===== src/rtl/exp_golomb_encoder.sv =====
`timescale 1ns/1ps
// exp_golomb_encoder
//   Encodes 8-bit symbols as ue(v), se(v), te(v) (range 1) or raw 8-bit
//   codewords. Codewords are packed MSB-first into a 32-bit left-aligned
//   accumulator, and 16-bit words are emitted from its top. A flush drains
//   the full words, then the remaining bits as one zero-padded word.
//
// Ports
//   clk            : clock, rising edge
//   reset_n        : asynchronous active-low reset
//   sym_valid/sym_ready/sym_data/exp_golomb_sel : symbol input handshake
//                    (sel 00=ue 01=se 10=te 11=raw, sampled with the symbol)
//   flush          : single-cycle drain request
//   word_valid/word_ready/word_data : 16-bit packed output handshake
//   fill_level     : valid bits held in the accumulator (0..32)
//   flush_done     : one-cycle pulse when a flush completes
//   bits_written   : total emitted bits, modulo 2^16
//
// Optional feature: define EGE_BITCOUNT_EN to build the bits_written
// counter. Without the macro, bits_written is tied to zero.
module exp_golomb_encoder (
  input  logic        clk,
  input  logic        reset_n,
  input  logic        sym_valid,
  output logic        sym_ready,
  input  logic [7:0]  sym_data,
  input  logic [1:0]  exp_golomb_sel,
  input  logic        flush,
  output logic        word_valid,
  input  logic        word_ready,
  output logic [15:0] word_data,
  output logic [5:0]  fill_level,
  output logic        flush_done,
  output logic [15:0] bits_written
);

  typedef enum logic {ST_RUN = 1'b0, ST_FLUSH = 1'b1} state_t;

  state_t      r_state, w_state_nxt;
  logic [31:0] r_acc;
  logic [5:0]  r_fill;
  logic        r_alive;
  logic        r_flush_done;

  logic        w_full;
  logic        w_sym_xfer;
  logic        w_word_xfer;
  logic [8:0]  w_cn1;
  logic [3:0]  w_m;
  logic [16:0] w_code;
  logic [4:0]  w_len;
  logic [5:0]  w_shift;
  logic [31:0] w_code_aligned;

  // se(v) mapping: v>0 -> 2v-1, v<=0 -> -2v (up to 256 for v=-128)
  function automatic logic [8:0] se_codenum(input logic signed [7:0] v);
    logic [8:0] mag;
    if (v > 0) begin
      return {1'b0, v[6:0], 1'b0} - 9'd1;
    end
    mag = 9'd0 - {v[7], v};
    return {mag[7:0], 1'b0};
  endfunction

  function automatic logic [3:0] floor_log2(input logic [8:0] x);
    logic [3:0] r;
    r = '0;
    for (int i = 0; i < 9; i++) begin
      if (x[i]) r = 4'(i);
    end
    return r;
  endfunction

  assign w_full      = (r_fill >= 6'd16);
  assign sym_ready   = r_alive && (r_state == ST_RUN) && !w_full;
  assign word_valid  = w_full || ((r_state == ST_FLUSH) && (r_fill != 6'd0));
  // Low accumulator bits are always zero, so a partial word is already padded.
  assign word_data   = r_acc[31:16];
  assign fill_level  = r_fill;
  assign flush_done  = r_flush_done;
  assign w_sym_xfer  = sym_valid && sym_ready;
  assign w_word_xfer = word_valid && word_ready;

  // Codeword generation: for ue/se the codeword is codeNum+1 written in
  // 2M+1 bits, i.e. the value itself right-aligned with M leading zeros.
  always_comb begin
    w_cn1  = ((exp_golomb_sel == 2'b01) ? se_codenum(signed'(sym_data))
                                        : {1'b0, sym_data}) + 9'd1;
    w_m    = floor_log2(w_cn1);
    w_code = '0;
    w_len  = '0;
    case (exp_golomb_sel)
      2'b00, 2'b01: begin
        w_code = {8'b0, w_cn1};
        w_len  = {w_m, 1'b1};
      end
      2'b10: begin
        w_code = {16'b0, ~sym_data[0]};
        w_len  = 5'd1;
      end
      default: begin
        w_code = {9'b0, sym_data};
        w_len  = 5'd8;
      end
    endcase
    // Symbols are only accepted with fill<16 and length<=17, so this never underflows.
    w_shift        = 6'd32 - r_fill - {1'b0, w_len};
    w_code_aligned = {15'b0, w_code} << w_shift;
  end

  always_comb begin
    w_state_nxt = r_state;
    case (r_state)
      ST_RUN:   if (flush) w_state_nxt = ST_FLUSH;
      ST_FLUSH: if (r_fill == 6'd0) w_state_nxt = ST_RUN;
      default:  w_state_nxt = ST_RUN;
    endcase
  end

  always_ff @(posedge clk or negedge reset_n) begin
    if (!reset_n) begin
      r_state      <= ST_RUN;
      r_acc        <= '0;
      r_fill       <= '0;
      r_alive      <= 1'b0;
      r_flush_done <= 1'b0;
    end else begin
      r_state      <= w_state_nxt;
      r_alive      <= 1'b1;
      r_flush_done <= (r_state == ST_FLUSH) && (r_fill == 6'd0);
      // Word and symbol transfers are mutually exclusive: sym_ready needs
      // RUN with fill<16, word_valid needs fill>=16 or FLUSH.
      if (w_word_xfer) begin
        if (w_full) begin
          r_acc  <= r_acc << 16;
          r_fill <= r_fill - 6'd16;
        end else begin
          r_acc  <= '0;
          r_fill <= '0;
        end
      end else if (w_sym_xfer) begin
        r_acc  <= r_acc | w_code_aligned;
        r_fill <= r_fill + {1'b0, w_len};
      end
    end
  end

`ifdef EGE_BITCOUNT_EN
  logic [15:0] r_bits;

  always_ff @(posedge clk or negedge reset_n) begin
    if (!reset_n) begin
      r_bits <= '0;
    end else if (w_word_xfer) begin
      r_bits <= r_bits + (w_full ? 16'd16 : {10'b0, r_fill});
    end
  end

  assign bits_written = r_bits;
`else
  assign bits_written = '0;
`endif

endmodule


===== config.mk =====
export PLATFORM = sky130hd
export DESIGN_NAME = exp_golomb_encoder
export DESIGN_NICKNAME = d
export VERILOG_FILES = /design/src/rtl/exp_golomb_encoder.sv
export SDC_FILE = /design/constraint.sdc
export NUM_CORES = 1
export LEC_CHECK = 0
export CORE_ASPECT_RATIO = 1.25
export CORE_MARGIN = 3
export CORE_UTILIZATION = 60
export CTS_CLUSTER_DIAMETER = 120
export CTS_CLUSTER_SIZE = 16
export DETAILED_ROUTE_END_ITERATION = 8
export PLACE_DENSITY = 0.95
export SLEW_MARGIN = 20
export SYNTH_ARGS = -nofsm -noshare
export SYNTH_HDL_FRONTEND = slang
export SYNTH_SLANG_ARGS = --single-unit

===== constraint.sdc =====
create_clock -name clk -period 6.04 [get_ports clk]
set_input_delay 0.604 -clock clk [delete_from_list [all_inputs] [get_ports clk]]
set_output_delay 0.604 -clock clk [all_outputs]
set_load 0.01 [all_outputs]

==> results.md <==
* Outcome: finished clean
* Initial drt markers at 641
* Min Clock Period, post-route at 5.94 ns
* Initial antenna violation count at 0
* CTS Buf Count at 5
* CP Launch Type: primary input
* Dominant register cell in the synthesized netlist: dfrtp_1
* Gate Count Post-Synth at 491
* Fin cells at 621
* Syn. warnings at 0
* Clock Skew at 0.0138 ns
* Core area at 6370 um2
* Leak Pwr at 2.01 nW
* Register area share after synthesis at 25.4%
* Via/cell ratio at 6.70
* Chip Width at 79.4 um
* DR DRC count at 0
* RD Place Congestion at 0.934
* Overall Power at 1.75 mW
* Global Route Usage Sum at 29.1%
* Synth top area share at 25.4%
* Yosys cell types at 85
* Slew HR at 39.6%
* Die ar. at 7760 um2
* ANT cells at 0
* Min-delay worst type: primary input to asynchronous set/reset pin
* Clock sink count at 41
* Setup TNS at 0 ns
* Routed wire length at 11.4 mm
* Post-DR wirelength/cell at 18.4 um
* Root buffer cell: clkbuf_8
* Detailed placement HPWL at 8.26 mm
* Clk slew on worst S/H paths at 0.09 ns
* CTS H-tree depth at 2
* Most common cell in the netlist: nand2_1
* Crit end category: flop
* CTS tree: yes
* Pwr dens at 372 nW/um2
* RSZ-0062 raised after global routing: true
* Maximum clock frequency at 0.168 GHz
* Synth cell count leaders: nand2_1, dfrtp_1, o21ai_0
* Largest net degree at the start of global routing at 42
* Final setup fails at 0
* I/O Buffers at 39
* Number of synthesized flops with an enable pin at 0
* Maximum root-to-sink buffer count at 2
* Nets at 569
* Critical path type: primary input to flop
* Cell area after synthesis at 4040 um2
* Final cycle utilization of the critical path at 98.4%
* Layout Utilization at 74.1%
* Placed Instances at 611
* Clk_lat worst skew at 0.30 ns
* Final Hold Fails at 0
* Top Ports at 56
* Area delta synth->final at 16.7%
* Overflow left after global routing at 0
* Layout cells sized above 1 at 17.9%
* First-pass GRT wire length at 18.5 mm
* CTS Hold Buffers Added at 0
* Mean area per synthesized cell at 8.23 um2
* Worst slew pin tran at 0.907 ns
* Async set-reset flop share out of synthesis at 100%
* Vias in the first global route at 3973
* Standard-cell row count at 32
* Largest cells by area after synthesis: dfrtp_1, buf_4, ha_1, nand2_1, o21ai_0
* Die Height at 97.8 um
* WP data arrival at 6.14 ns
* Seq cells post-synth at 41
* Worst VDD drop at 0.274 mV
* Final ANT Viol Nets at 0
* Via count at 4158
* Initial core utilization at 63.5%
* TritonRoute pass-1 iters at 8
* Yosys top cell by area: dfrtp_1
* Required time of the critical path at 6.23 ns
* Maxcap violations at 0
* Crit path max fanout at 6
* Final max-slew violation count at 0
-- per-layer routing --
| layer | track usage (%) | vias to the layer above | wire length (um) | share of wire, % |
|---|---|---|---|---|
| met4 | 15.9 | 0 | 571 | 5.0 |
| met5 | 0 | - | 0 | 0 |
| met3 | 2.49 | 68 | 715 | 6.3 |
| met2 | 51.8 | 267 | 5960 | 52 |
| li1 | - | 1861 | - | - |
| met1 | 33.7 | 1962 | 4160 | 36 |
-- timing repair --
action                                  CTS  global route
hold endpoints to repair                  0             0
resized for setup                         0            19
buffers inserted                          0             3
endpoints found under the setup margin    0            28
-- path summary, 6_finish.rpt --
check | from | end | slack [ns] | depth (start not counted)
hold reg to reg | r_acc[5] | r_acc[5] | 0.49 | 2
min in group clk | r_acc[5] | r_acc[5] | 0.49 | 2
setup reg to reg | fill_level[1] | r_acc[17] | 2.50 | 12
setup / recovery | sym_data[0] | r_acc[17] | 0.1 | 26
max in group asynchronous | reset_n | r_acc[16] | 5.04 | 1
hold / removal | reset_n | r_acc[18] | 0.42 | 1
-- stage by stage --
| stage | cell area (um2) | setup WS [ns] | hold WS, ns |
|---|---|---|---|
| 2_1_floorplan | 4110 | 0.0487 | 0.308 |
| 3_3_place_gp | 4530 | -0.0329 | 0.464 |
| 3_5_place_dp | 4530 | -0.215 | 0.475 |
| 4_1_cts | 4630 | 0.0460 | 0.456 |
| 5_1_grt | 4720 | -0.137 | 0.501 |
| 6_report | 4720 | 0.0983 | 0.421 |
-- final cells by class --
cell class                      instances  area [um2]
Sequential cell                        41        1030
Timing Repair Buffer                   80         693
Tap cell                               85         106
Multi-Input combinational cell        386        2700
Clock buffer                            5        68.8
Inverter                               22        82.6
Fill cell                             428        1650
Clock inverter                          2        35.0
-- power by group --
group | switching [mW] | internal, mW | total, mW
Clock | 0.0980 | 0.120 | 0.218
Combinational | 0.699 | 0.451 | 1.15
Sequential | 0.0545 | 0.331 | 0.385
Total | 0.851 | 0.902 | 1.75
-- critical path: stages --
cell             delay (ns)
clkdlybuf4s50_1        0.48
inv_1                  0.06
ha_1                   0.21
nor2b_2                0.18
a21oi_4                0.18
nand2_1                0.14
o21ai_0                0.13
ha_2                   0.25
o211a_4                0.19
and4_4                 0.26
nor3b_4                0.25
nor2_2                 0.07
nand2_1                0.14
nor2_1                 0.07
ha_1                   0.21
fa_1                   0.51
inv_1                  0.05
ha_1                   0.21
o21a_1                 0.26
or4b_2                 0.62
o21ai_0                0.12
a32oi_2                0.21
nand2b_1               0.27
nor2_4                 0.18
a222oi_1               0.12
o21ai_0                0.15
-- cells by family after synthesis --
logic type	share of synthesized area, %
AOI/OAI and AO/OA	31.0
xor gates and xnor gates	3.25
adders and majority gates	5.94
buffers and inverters	10.9
DFF	25.4
muxes	2.66
other	0.186
and+or+nand+nor	20.7
-- cells in the final DEF, fill, tap and decap left out, drive strengths merged, types with 4 or more instances in the layout --
master | netlist | layout
a21o | 6 | 6
a21oi | 19 | 19
a222oi | 6 | 6
a22o | 6 | 6
a22oi | 16 | 16
a31oi | 8 | 8
and2 | 6 | 6
buf | 42 | 42
clkbuf | 15 | 5
clkdlybuf4s50 | 0 | 38
conb | 2 | 17
dfrtp | 41 | 41
ha | 16 | 16
inv | 20 | 20
mux2i | 4 | 4
nand2 | 51 | 51
nand2b | 6 | 6
nand3 | 17 | 17
nor2 | 33 | 33
nor2b | 8 | 8
nor3 | 13 | 13
nor3b | 4 | 4
o211ai | 11 | 11
o21a | 6 | 6
o21ai | 38 | 38
o221ai | 8 | 8
o22ai | 4 | 4
o31ai | 6 | 6
or2 | 7 | 7
xnor2 | 13 | 13
-- sequential cells by signal, summed over array words and instances, names as in the netlist --
signal and flops:
fill_level 6, flush_done 1, r_acc 32, r_alive 1, r_state 1
Power figures use the tool's default switching activity.
